$ cat config.mk
export PLATFORM = sky130hd
export DESIGN_NAME = hazard_unit_flat
export DESIGN_NICKNAME = d
export VERILOG_FILES = /design/src/rtl/hazard_unit_pkg.sv /design/src/rtl/hazard_unit_if.sv /design/src/rtl/hazard_unit_md_busy_counter.sv /design/src/rtl/hazard_unit.sv /design/src/flat_wrapper.sv
export SDC_FILE = /design/constraint.sdc
export NUM_CORES = 1
export LEC_CHECK = 0
export CORE_ASPECT_RATIO = 2
export CORE_MARGIN = 1.5
export CORE_UTILIZATION = 34
export CTS_BUF_LIST = sky130_fd_sc_hd__clkbuf_8
export CTS_CLUSTER_DIAMETER = 150
export DETAILED_ROUTE_END_ITERATION = 8
export PLACE_DENSITY = 0.88
export SYNTH_ARGS = -nofsm -noshare
export SYNTH_HDL_FRONTEND = slang
export SYNTH_SLANG_ARGS = --single-unit
$ cat constraint.sdc
create_clock -name clk -period 2.2 [get_ports clk]
set_clock_uncertainty 0.2 [all_clocks]
set_input_delay 0.44 -clock clk [delete_from_list [all_inputs] [get_ports clk]]
set_output_delay 0.44 -clock clk [all_outputs]
set_load 0.005 [all_outputs]
$ cat src/rtl/hazard_unit_pkg.sv
// Shared types and defaults for the pipeline hazard controller.
// Holds register width, forward-select encoding and mul/div latencies.
package hazard_unit_pkg;

   localparam int REG_BITS    = 5;
   localparam int DEF_MUL_LAT = 4;
   localparam int DEF_DIV_LAT = 32;

   typedef logic [REG_BITS-1:0] reg_idx_t;

   typedef enum logic [1:0] {
      FWD_RF  = 2'b00,
      FWD_WB  = 2'b01,
      FWD_MEM = 2'b10
   } fwd_sel_t;

   // Memory stage wins over writeback; r0 is hardwired zero.
   function automatic fwd_sel_t fwd_sel(
      input reg_idx_t src,
      input reg_idx_t wr_m,
      input logic     we_m,
      input reg_idx_t wr_w,
      input logic     we_w
   );
      if (src == '0)
         return FWD_RF;
      if (we_m && (wr_m == src))
         return FWD_MEM;
      if (we_w && (wr_w == src))
         return FWD_WB;
      return FWD_RF;
   endfunction

endpackage

$ cat src/rtl/hazard_unit_if.sv
// Pipeline <-> hazard controller bundle.
// master: pipeline side (drives stage info); slave: hazard unit side.
// With HAZARD_STATS_EN defined, also carries the stall statistics.
interface hazard_unit_if;
   import hazard_unit_pkg::*;

   reg_idx_t rs_d;
   reg_idx_t rt_d;
   reg_idx_t rs_e;
   reg_idx_t rt_e;
   reg_idx_t write_reg_e;
   reg_idx_t write_reg_m;
   reg_idx_t write_reg_w;
   logic     reg_write_e;
   logic     reg_write_m;
   logic     reg_write_w;
   logic     mem_to_reg_e;
   logic     mem_to_reg_m;
   logic     branch_d;
   logic     md_start_e;
   logic     md_div_e;
   logic     md_use_d;

   fwd_sel_t forward_a_e;
   fwd_sel_t forward_b_e;
   logic     forward_a_d;
   logic     forward_b_d;
   logic     stall_f;
   logic     stall_d;
   logic     flush_e;
   logic     md_busy;
`ifdef HAZARD_STATS_EN
   logic [31:0] stall_cycles;
   logic [31:0] md_stall_cycles;
`endif

   modport master (
      output rs_d, rt_d, rs_e, rt_e,
      output write_reg_e, write_reg_m, write_reg_w,
      output reg_write_e, reg_write_m, reg_write_w,
      output mem_to_reg_e, mem_to_reg_m,
      output branch_d, md_start_e, md_div_e, md_use_d,
      input  forward_a_e, forward_b_e,
      input  forward_a_d, forward_b_d,
      input  stall_f, stall_d, flush_e, md_busy
`ifdef HAZARD_STATS_EN
      , input stall_cycles, md_stall_cycles
`endif
   );

   modport slave (
      input  rs_d, rt_d, rs_e, rt_e,
      input  write_reg_e, write_reg_m, write_reg_w,
      input  reg_write_e, reg_write_m, reg_write_w,
      input  mem_to_reg_e, mem_to_reg_m,
      input  branch_d, md_start_e, md_div_e, md_use_d,
      output forward_a_e, forward_b_e,
      output forward_a_d, forward_b_d,
      output stall_f, stall_d, flush_e, md_busy
`ifdef HAZARD_STATS_EN
      , output stall_cycles, md_stall_cycles
`endif
   );

endinterface

$ cat src/rtl/hazard_unit_md_busy_counter.sv
// Countdown tracking the multi-cycle mul/div unit (HI/LO).
// Ports: clk, reset (sync, high), md_start_e, md_div_e in; md_busy out.
module md_busy_counter #(
   parameter int MUL_LAT = 4,
   parameter int DIV_LAT = 32
) (
   input  logic clk,
   input  logic reset,
   input  logic md_start_e,
   input  logic md_div_e,
   output logic md_busy
);

   localparam int CW = $clog2(DIV_LAT + 1);
   localparam logic [CW-1:0] MUL_V = CW'(MUL_LAT);
   localparam logic [CW-1:0] DIV_V = CW'(DIV_LAT);

   logic [CW-1:0] r_md_cnt;
   logic          w_idle;

   assign w_idle = (r_md_cnt == '0);

   // A start while counting is ignored: no reload.
   always_ff @(posedge clk) begin
      if (reset)
         r_md_cnt <= '0;
      else if (md_start_e && w_idle)
         r_md_cnt <= md_div_e ? DIV_V : MUL_V;
      else if (!w_idle)
         r_md_cnt <= r_md_cnt - 1'b1;
   end

   assign md_busy = md_start_e || !w_idle;

endmodule

$ cat src/rtl/hazard_unit.sv
// Hazard controller: forwarding selects, load-use/branch/mul-div stalls.
// Ports: clk, reset (sync, high), hz (hazard_unit_if.slave).
// Define HAZARD_STATS_EN for stall_cycles / md_stall_cycles counters.
module hazard_unit
   import hazard_unit_pkg::*;
#(
   parameter int MUL_LAT = DEF_MUL_LAT,
   parameter int DIV_LAT = DEF_DIV_LAT
) (
   input logic          clk,
   input logic          reset,
   hazard_unit_if.slave hz
);

   logic w_md_busy;
   logic w_lw_stall;
   logic w_br_e;
   logic w_br_m;
   logic w_br_stall;
   logic w_md_stall;
   logic w_stall;

   md_busy_counter #(
      .MUL_LAT (MUL_LAT),
      .DIV_LAT (DIV_LAT)
   ) u_md (
      .clk        (clk),
      .reset      (reset),
      .md_start_e (hz.md_start_e),
      .md_div_e   (hz.md_div_e),
      .md_busy    (w_md_busy)
   );

   function automatic logic hits_d(input reg_idx_t dst);
      return (dst != '0) && ((dst == hz.rs_d) || (dst == hz.rt_d));
   endfunction

   assign hz.forward_a_e = fwd_sel(hz.rs_e,
      hz.write_reg_m, hz.reg_write_m,
      hz.write_reg_w, hz.reg_write_w);
   assign hz.forward_b_e = fwd_sel(hz.rt_e,
      hz.write_reg_m, hz.reg_write_m,
      hz.write_reg_w, hz.reg_write_w);

   assign hz.forward_a_d = (hz.rs_d != '0) && hz.reg_write_m
      && (hz.write_reg_m == hz.rs_d);
   assign hz.forward_b_d = (hz.rt_d != '0) && hz.reg_write_m
      && (hz.write_reg_m == hz.rt_d);

   assign w_lw_stall = hz.mem_to_reg_e && hits_d(hz.write_reg_e);
   // Compare in decode can't see an ALU result still in E,
   // nor a load result still in M.
   assign w_br_e = hz.reg_write_e && hits_d(hz.write_reg_e);
   assign w_br_m = hz.mem_to_reg_m && hits_d(hz.write_reg_m);
   assign w_br_stall = hz.branch_d && (w_br_e || w_br_m);
   assign w_md_stall = hz.md_use_d && w_md_busy;
   assign w_stall = w_lw_stall || w_br_stall || w_md_stall;

   assign hz.stall_f = w_stall;
   assign hz.stall_d = w_stall;
   assign hz.flush_e = w_stall;
   assign hz.md_busy = w_md_busy;

`ifdef HAZARD_STATS_EN
   logic [31:0] r_stall_cycles;
   logic [31:0] r_md_stall_cycles;

   always_ff @(posedge clk) begin
      if (reset) begin
         r_stall_cycles    <= '0;
         r_md_stall_cycles <= '0;
      end else begin
         if (w_stall && (r_stall_cycles != '1))
            r_stall_cycles <= r_stall_cycles + 1'b1;
         if (w_md_stall && (r_md_stall_cycles != '1))
            r_md_stall_cycles <= r_md_stall_cycles + 1'b1;
      end
   end

   assign hz.stall_cycles    = r_stall_cycles;
   assign hz.md_stall_cycles = r_md_stall_cycles;
`endif

endmodule

$ cat src/flat_wrapper.sv
// flat-port wrapper written by rule: the top's interface ports become plain ports
module hazard_unit_flat import hazard_unit_pkg::*;
#(
   parameter int MUL_LAT = DEF_MUL_LAT,
   parameter int DIV_LAT = DEF_DIV_LAT
)
  (clk, reset, hz_rs_d, hz_rt_d, hz_rs_e, hz_rt_e, hz_write_reg_e, hz_write_reg_m, hz_write_reg_w, hz_reg_write_e, hz_reg_write_m, hz_reg_write_w, hz_mem_to_reg_e, hz_mem_to_reg_m, hz_branch_d, hz_md_start_e, hz_md_div_e, hz_md_use_d, hz_forward_a_e, hz_forward_b_e, hz_forward_a_d, hz_forward_b_d, hz_stall_f, hz_stall_d, hz_flush_e, hz_md_busy);
  hazard_unit_if hz_i ();
  input logic clk;
  input logic reset;
  input wire logic [$bits(hz_i.rs_d)-1:0] hz_rs_d;
  input wire logic [$bits(hz_i.rt_d)-1:0] hz_rt_d;
  input wire logic [$bits(hz_i.rs_e)-1:0] hz_rs_e;
  input wire logic [$bits(hz_i.rt_e)-1:0] hz_rt_e;
  input wire logic [$bits(hz_i.write_reg_e)-1:0] hz_write_reg_e;
  input wire logic [$bits(hz_i.write_reg_m)-1:0] hz_write_reg_m;
  input wire logic [$bits(hz_i.write_reg_w)-1:0] hz_write_reg_w;
  input wire logic [$bits(hz_i.reg_write_e)-1:0] hz_reg_write_e;
  input wire logic [$bits(hz_i.reg_write_m)-1:0] hz_reg_write_m;
  input wire logic [$bits(hz_i.reg_write_w)-1:0] hz_reg_write_w;
  input wire logic [$bits(hz_i.mem_to_reg_e)-1:0] hz_mem_to_reg_e;
  input wire logic [$bits(hz_i.mem_to_reg_m)-1:0] hz_mem_to_reg_m;
  input wire logic [$bits(hz_i.branch_d)-1:0] hz_branch_d;
  input wire logic [$bits(hz_i.md_start_e)-1:0] hz_md_start_e;
  input wire logic [$bits(hz_i.md_div_e)-1:0] hz_md_div_e;
  input wire logic [$bits(hz_i.md_use_d)-1:0] hz_md_use_d;
  output wire logic [$bits(hz_i.forward_a_e)-1:0] hz_forward_a_e;
  output wire logic [$bits(hz_i.forward_b_e)-1:0] hz_forward_b_e;
  output wire logic [$bits(hz_i.forward_a_d)-1:0] hz_forward_a_d;
  output wire logic [$bits(hz_i.forward_b_d)-1:0] hz_forward_b_d;
  output wire logic [$bits(hz_i.stall_f)-1:0] hz_stall_f;
  output wire logic [$bits(hz_i.stall_d)-1:0] hz_stall_d;
  output wire logic [$bits(hz_i.flush_e)-1:0] hz_flush_e;
  output wire logic [$bits(hz_i.md_busy)-1:0] hz_md_busy;
  assign hz_i.rs_d = hz_rs_d;
  assign hz_i.rt_d = hz_rt_d;
  assign hz_i.rs_e = hz_rs_e;
  assign hz_i.rt_e = hz_rt_e;
  assign hz_i.write_reg_e = hz_write_reg_e;
  assign hz_i.write_reg_m = hz_write_reg_m;
  assign hz_i.write_reg_w = hz_write_reg_w;
  assign hz_i.reg_write_e = hz_reg_write_e;
  assign hz_i.reg_write_m = hz_reg_write_m;
  assign hz_i.reg_write_w = hz_reg_write_w;
  assign hz_i.mem_to_reg_e = hz_mem_to_reg_e;
  assign hz_i.mem_to_reg_m = hz_mem_to_reg_m;
  assign hz_i.branch_d = hz_branch_d;
  assign hz_i.md_start_e = hz_md_start_e;
  assign hz_i.md_div_e = hz_md_div_e;
  assign hz_i.md_use_d = hz_md_use_d;
  assign hz_forward_a_e = hz_i.forward_a_e;
  assign hz_forward_b_e = hz_i.forward_b_e;
  assign hz_forward_a_d = hz_i.forward_a_d;
  assign hz_forward_b_d = hz_i.forward_b_d;
  assign hz_stall_f = hz_i.stall_f;
  assign hz_stall_d = hz_i.stall_d;
  assign hz_flush_e = hz_i.flush_e;
  assign hz_md_busy = hz_i.md_busy;
  hazard_unit #(.MUL_LAT(MUL_LAT), .DIV_LAT(DIV_LAT)) u_core (.clk(clk), .reset(reset), .hz(hz_i));
endmodule
# == After elaboration in Yosys (flattened, before gate mapping) ==
# Index checks and enable logic that the tools add are counted.
# word_totals
register_bits,6
inputBits,46
output_inout_bits,10
word_cells,68
# op_classes
n_addsub,1
n_eq_ne,9
n_mux,27
n_reduce_logical,30
# ops
op,n
equality test 5 bit,8
two-way mux 2 bit,12
nonzero test 5 bit,4
two-way mux 6 bit,3
logical AND 1 bit,16
two-way mux 1 bit,12
zero test 5 bit,2
zero test 6 bit,1
logical OR 1 bit,6
"subtractor 6 x 1 -> 6 bit, second input constant",1
"!= test 2 x 1 -> 1 bit, second input constant",1
zero test 1 bit,1

# == Depth between registers and ports, before layout ==
# logic_depth
word_depth,9
mapped_depth,7
ltp_nobuf,6

# == Cells and area by module ==
# From an unflattened synthesis, not the netlist that was laid out.
# unflattened
cells_unflattened,123
hier_area_um2,972.2
# by_module_without_submodules
module,n_inst,cells_each,area_per_inst_um2,seq_area_each_um2
hazard_unit,1,84,626.9,0.0
md_busy_counter,1,39,345.3,120.1

# == Worst setup path before layout ==
# No wires, ideal clock.
# synth_path
path_kind,in2out
startpoint,in hz_write_reg_m[3]
endpoint,out hz_stall_d
arrival_time_ps,1705
required_ps,1560
slack_ps,-145
stages,6
path_buffers,2
path_cell_list,clkbuf_1 -> or4_4 -> o211ai_2 -> a21oi_1 -> a221o_1 -> buf_4
# synth_between
elab_chain_len,8
word_cells_on_any_way,10
cone_classes,eq/ne: 2; reduce/logical: 8
# synth_lines
element,line,source
start: declaration,flat_wrapper.sv:16,input wire logic [$bits(hz_i.write_reg_m)-1:0] hz_write_reg_m;
equality test 5 bit,hazard_unit.sv:35,return (dst != '0) && ((dst == hz.rs_d) || (dst == hz.rt_d));
logical OR 1 bit,hazard_unit.sv:35,
logical AND 1 bit *,hazard_unit.sv:35,
logical AND 1 bit *,hazard_unit.sv:54,assign w_br_m = hz.mem_to_reg_m && hits_d(hz.write_reg_m);
logical OR 1 bit *,hazard_unit.sv:55,assign w_br_stall = hz.branch_d && (w_br_e || w_br_m);
logical AND 1 bit *,hazard_unit.sv:55,
logical OR 1 bit * (2 in series),hazard_unit.sv:57,assign w_stall = w_lw_stall || w_br_stall || w_md_stall;
end: declaration,flat_wrapper.sv:32,output wire logic [$bits(hz_i.stall_d)-1:0] hz_stall_d;
# Every way passes the cells marked *; elsewhere a longest branch is shown, timed or not.

# == Worst setup path in the final report ==
# layout_path
startpoint,in hz_write_reg_m[2]
endpoint,out hz_flush_e
# layout_between
elab_chain_len,8
word_cells_on_any_way,10
cone_classes,eq/ne: 2; reduce/logical: 8
# layout_lines
element,line,source
equality test 5 bit,hazard_unit.sv:35,
logical OR 1 bit,hazard_unit.sv:35,
logical AND 1 bit *,hazard_unit.sv:35,
logical AND 1 bit *,hazard_unit.sv:54,
logical OR 1 bit *,hazard_unit.sv:55,
logical AND 1 bit *,hazard_unit.sv:55,
logical OR 1 bit * (2 in series),hazard_unit.sv:57,
end: declaration,flat_wrapper.sv:33,output wire logic [$bits(hz_i.flush_e)-1:0] hz_flush_e;
# Marks and branches as above.

==> metrics.csv <==
metric;value;unit
outcome;complete, but fails checks;
failing checks;setup timing;
dominant synthesized flop cell;dfxtp_1;
Final Cycle Share;1.11;
Critical R2R Launch;u_core.u_md.r_md_cnt[0];
HP Class;reg -> reg;
worst slack, placed;-0.837;ns
CTS tree;yes;
Post-synth EDFFs;0;
max FFs per register;6;
Sinks on Clock Net;6;
top cells by area, synth;xnor2_1 (21%), xor2_1 (18%), dfxtp_1 (13%);
Design Power;1.30;mW
starting density of the core;0.359;
global-route wire length before repair;6.35;mm
via count;1284;
deepest level of the CTS H-tree;1;
Core Footprint;2540;sq um
reg2reg path depth;6;
Reg area;123;sq um
worst r2r dst;u_core.u_md.r_md_cnt[5];
Async S/R FF share, synth;0;
Worst-Margin Slew;0.267;ns
vias in the first global route;1441;
placed cell areas;1650;sq um
Worst Path Arrival;1.81;ns
Num CTS Buffers;3;
DIE WIDTH;39.6;um
area share of the largest cell type after synthesis;0.212;
DIE AREA;3020;sq um
count leader, synth;xnor2_1;
Tot GR Track Use;0.302;
Final Non-Filler Cells;237;
register area share after synthesis;0.132;
Critical Path RT;1.56;ns
CTS max path bufs;2;
Synth Net Count;165;
unrepaired setup endpoints after global routing;yes;
area of the multi-input gates;898;sq um
largest reg by FF count;u_core.u_md.r_md_cnt;
CP Class;in -> out;
Final Hold Vio Count;0;
Slew Viols, Final;0;
Synth warnings;0;
top cells by count, synth;xnor2_1 (22), xor2_1 (19), nor2_1 (9);
VDD IR max;0.274;mV
clk_lat worst skew;0.24;ns
Clock transition at path regs;0.04;ns
share of cells above drive strength 1;0.498;
Hold Crit Depth;2;
CTS Hold Bufs;0;
synthesized area;911;sq um
Gate Count Post-Synth;118;
wire length per cell;18.5;um
total gr overflow;0;
Hold Slack;0.362;ns
post-synth top area cell;xnor2_1;
CP Launch Type;primary input;
post-DP HPWL;3.09;mm
Final min period;2.45;ns
# fillers;174;
Final Cell Area;1910;sq um
# DRC;0;
# diodes;0;
final core occ;0.751;
PD cells;682;nW/um^2
Final WS setup;-0.248;ns
CP max FO;2;
Root Driver;clkbuf_8;
TritonRoute pass-1 iters;4;
Final #Nets;258;
Row Count;26;
fmax;0.409;GHz
initial antenna violation count;0;
relative slew slack;0.821;
Static Leakage;0.807;nW
DR vias/cell;5.42;
post-route ant nets;0;
Regs by FF count;u_core.u_md.r_md_cnt: 6 flops;
Seq cells post-synth;6;
Netlist cell types;31;
WL final;4.38;mm
Ports;56;
CP endpoint kind;primary output;
setup TNS;-0.805;ns
CP Launch Point;hz_write_reg_m[2];
iteration-0 DRC count of the detailed router;30;
placed instance count;221;
largest net degree at the start of global routing;7;
Finish-stage setup viols;7;
MaxCap Viol Count;0;
die height;76.2;um
port buffer count;55;
Worst Setup EP;hz_flush_e;
gpl congestion;0.923;
area growth from synthesis to layout;109;%
reg2reg setup slack;0.33;ns
Synth Area per Inst;7.72;sq um
[worst max-delay path, cell delays in order]
cell and delay, ns:
buf_6 0.09, or4_4 0.53, o211ai_2 0.16, a21oi_2 0.04, a221o_1 0.30, buf_6 0.13, buf_6 0.10
[worst min-delay path by stage]
stage	from	endpoint	slack, ns
after CTS	u_core.u_md.r_md_cnt[0]	u_core.u_md.r_md_cnt[0]	0.35
after global placement	u_core.u_md.r_md_cnt[0]	u_core.u_md.r_md_cnt[0]	0.34
after detailed placement	u_core.u_md.r_md_cnt[0]	u_core.u_md.r_md_cnt[0]	0.36
final	u_core.u_md.r_md_cnt[0]	u_core.u_md.r_md_cnt[0]	0.36
after floorplan	u_core.u_md.r_md_cnt[3]	u_core.u_md.r_md_cnt[3]	0.25
after global routing	u_core.u_md.r_md_cnt[0]	u_core.u_md.r_md_cnt[0]	0.39
[per-layer routing]
metal	track usage	vias to the layer above	wire, um
met5	0	-	0
met4	0.203	0	289
met3	0.0379	23	216
met2	0.556	78	2500
met1	0.262	594	1370
li1	-	589	-
[layout make-up]
type | count | share of cell area
timing repair buffer | 95 | 0.421
multi-input combinational | 103 | 0.471
tap | 28 | 0.0184
clock buffer | 3 | 0.0217
inverter | 2 | 0.00394
sequential | 6 | 0.0643
[cell families after synthesis]
| logic type | synth area share |
|---|---|
| AOI/OAI and AO/OA | 0.104 |
| and+or+nand+nor | 0.293 |
| adders and majority gates | 0.0137 |
| xor gates and xnor gates | 0.394 |
| buffers and inverters | 0.0632 |
| DFF | 0.132 |
[cell usage in the layout, fill, tap and decap left out, types with 4 or more instances in the layout]
cell	Yosys	layout
clkdlybuf4s50_1	0	10
or4_4	1	4
clkdlybuf4s15_2	0	5
a21oi_1	8	7
buf_2	0	15
xor2_2	0	5
nor3_1	5	4
buf_4	2	33
dlygate4sd2_1	0	12
buf_6	2	14
nand3_1	6	6
nor2_1	9	5
xor2_1	19	14
dfxtp_1	6	4
xnor2_1	22	22
[power by group]
part	total [mW]	leakage [nW]	internal, mW	switching (mW)
Combinational	0.926	0.736	0.519	0.407
Clock	0.180	0.0216	0.119	0.0613
Sequential	0.194	0.0501	0.160	0.0345
[what timing repair did]
action	4_1_cts	5_1_grt
endpoints found under the setup margin	10	10
buffers inserted	13	6
resized for setup	166	15
endpoints found under the hold margin	0	0
pin swaps	29	12
Note: power is estimated with default switching activity, not from simulation.
==> edit, RTL diff (same settings) <==
`REG_BITS`: 5 -> 10.
--- a/src/rtl/hazard_unit_pkg.sv
+++ b/src/rtl/hazard_unit_pkg.sv
@@ -2,7 +2,7 @@
 // Holds register width, forward-select encoding and mul/div latencies.
 package hazard_unit_pkg;
 
-   localparam int REG_BITS    = 5;
+   localparam int REG_BITS    = 10;
    localparam int DEF_MUL_LAT = 4;
    localparam int DEF_DIV_LAT = 32;
 
Interface: changed (7 resized); port bits go from 56 to 91. The function was not compared with the original's and may differ.
==> edit against the original RTL <==
The run still ends with negative setup slack left. Total power rose by 15%. Synthesized area up 62%. Critical path depth grew 3. Worst hold slack improved by 0.035 ns. Worst setup slack got worse by 0.13 ns. Sequential cell count did not move. Clock power is 2% lower. Routed wire length rose by 79%. Synthesized cell count is 58% higher. Count of clock-buffer cells in the layout is the same. Highest routed layer unchanged. Maximum frequency shrank 5.0%. Register-to-register slack lost 0.19 ns. Final area up 64%. Largest power group unchanged.
==> edit: results <==
group,metric,value,unit
critical_path,r2r_setup_slack,0.14,ns
min_path,whs_path_depth,3,
cells_and_area,final_layout_size_suffix_gt1_share,58.8,%
route,wl,7850,µm
yosys,syn_nets,268,
route,drt_iter0_markers,54,
critical_path,cp_slowest_stage_delay,0.40,ns
outcome,status,"finished, violations left",
power,power_frac_seq,12.7,%
placed_design,place.detailed.hpwl,5080,µm
timing,worst_hold_slack,0.397,ns
grt,gr-usage-all-layers,30.5,%
power,power,1.49,mW
critical_path,cp.arrival,1.94,ns
placed_design,gp_congestion,0.927,
yosys,synthCells,186,
critical_path,ff2ff_path_depth,10,
cells_and_area,nets,412,
power,p_int,0.912,mW
timing,tns,-1.86,ns
yosys,ys_types,29,
yosys,yosys-top-cells-area,"xnor2_1 40%, xor2_1 9.5%, dfxtp_1 8.1%",
placed_design,dp_cells,362,
grt,grt_pass1_vias,2321,
placed_design,pre_cts_ws,-1.08,ns
power,clock_power,0.176,mW
min_path,hold_end,"u_core.u_md.r_md_cnt[1]",
cells_and_area,fill_cells,276,
outcome,violations,"negative setup slack",
placed_design,dpl_cell_area,2700,µm²
critical_path,cpMaxStageDelayCell,"or3b_4",
power,ir_worst_vdd,768,µV
route,viasPerCell,5.45,
placed_design,port_buffers,90,
yosys,post_synth_most_frequent_cells,"67 x xnor2_1, 17 x nor4_1, 16 x nand4_1, 16 x xor2_1, 10 x nor2_1",
power,leakage,1.35,nW
timing,setup_viol,8,
critical_path,reg2reg_to,"u_core.u_md.r_md_cnt[2]",
timing,timing.final.ws_setup,-0.378,ns
route,via_count,2072,
==> edit: what timing repair did <==
item,in CTS,in global routing
setup endpoints to repair,10,14
setup buffers,13,8
resized for setup,277,106
pin swaps,61,46
==> edit: metal layers <==
layer	part of all wire [%]	up-vias	track usage, %
met2	57	118	60.9
met3	5.0	44	3.42
li1	-	943	-
met1	30	967	25.0
met5	0	-	0
met4	8.4	0	26.9
==> edit: final cells by class <==
class / count / area (µm²) / area share [%]
timing repair buffer: 151 / 1220 / 38.9
inverter: 3 / 11.3 / 0.360
sequential: 6 / 123 / 3.92
clock buffer: 3 / 41.3 / 1.32
multi-input combinational: 165 / 1670 / 53.4
tap: 52 / 65.1 / 2.08
==> edit: cell families after synthesis <==
kind of cell	count (synthesis)	share of synthesized area, %
flops	6	8.13
simple gates	72	30.1
buf+inv	15	8.13
xor+xnor	83	49.2
fa+ha+maj	1	0.847
compound gates	9	3.64
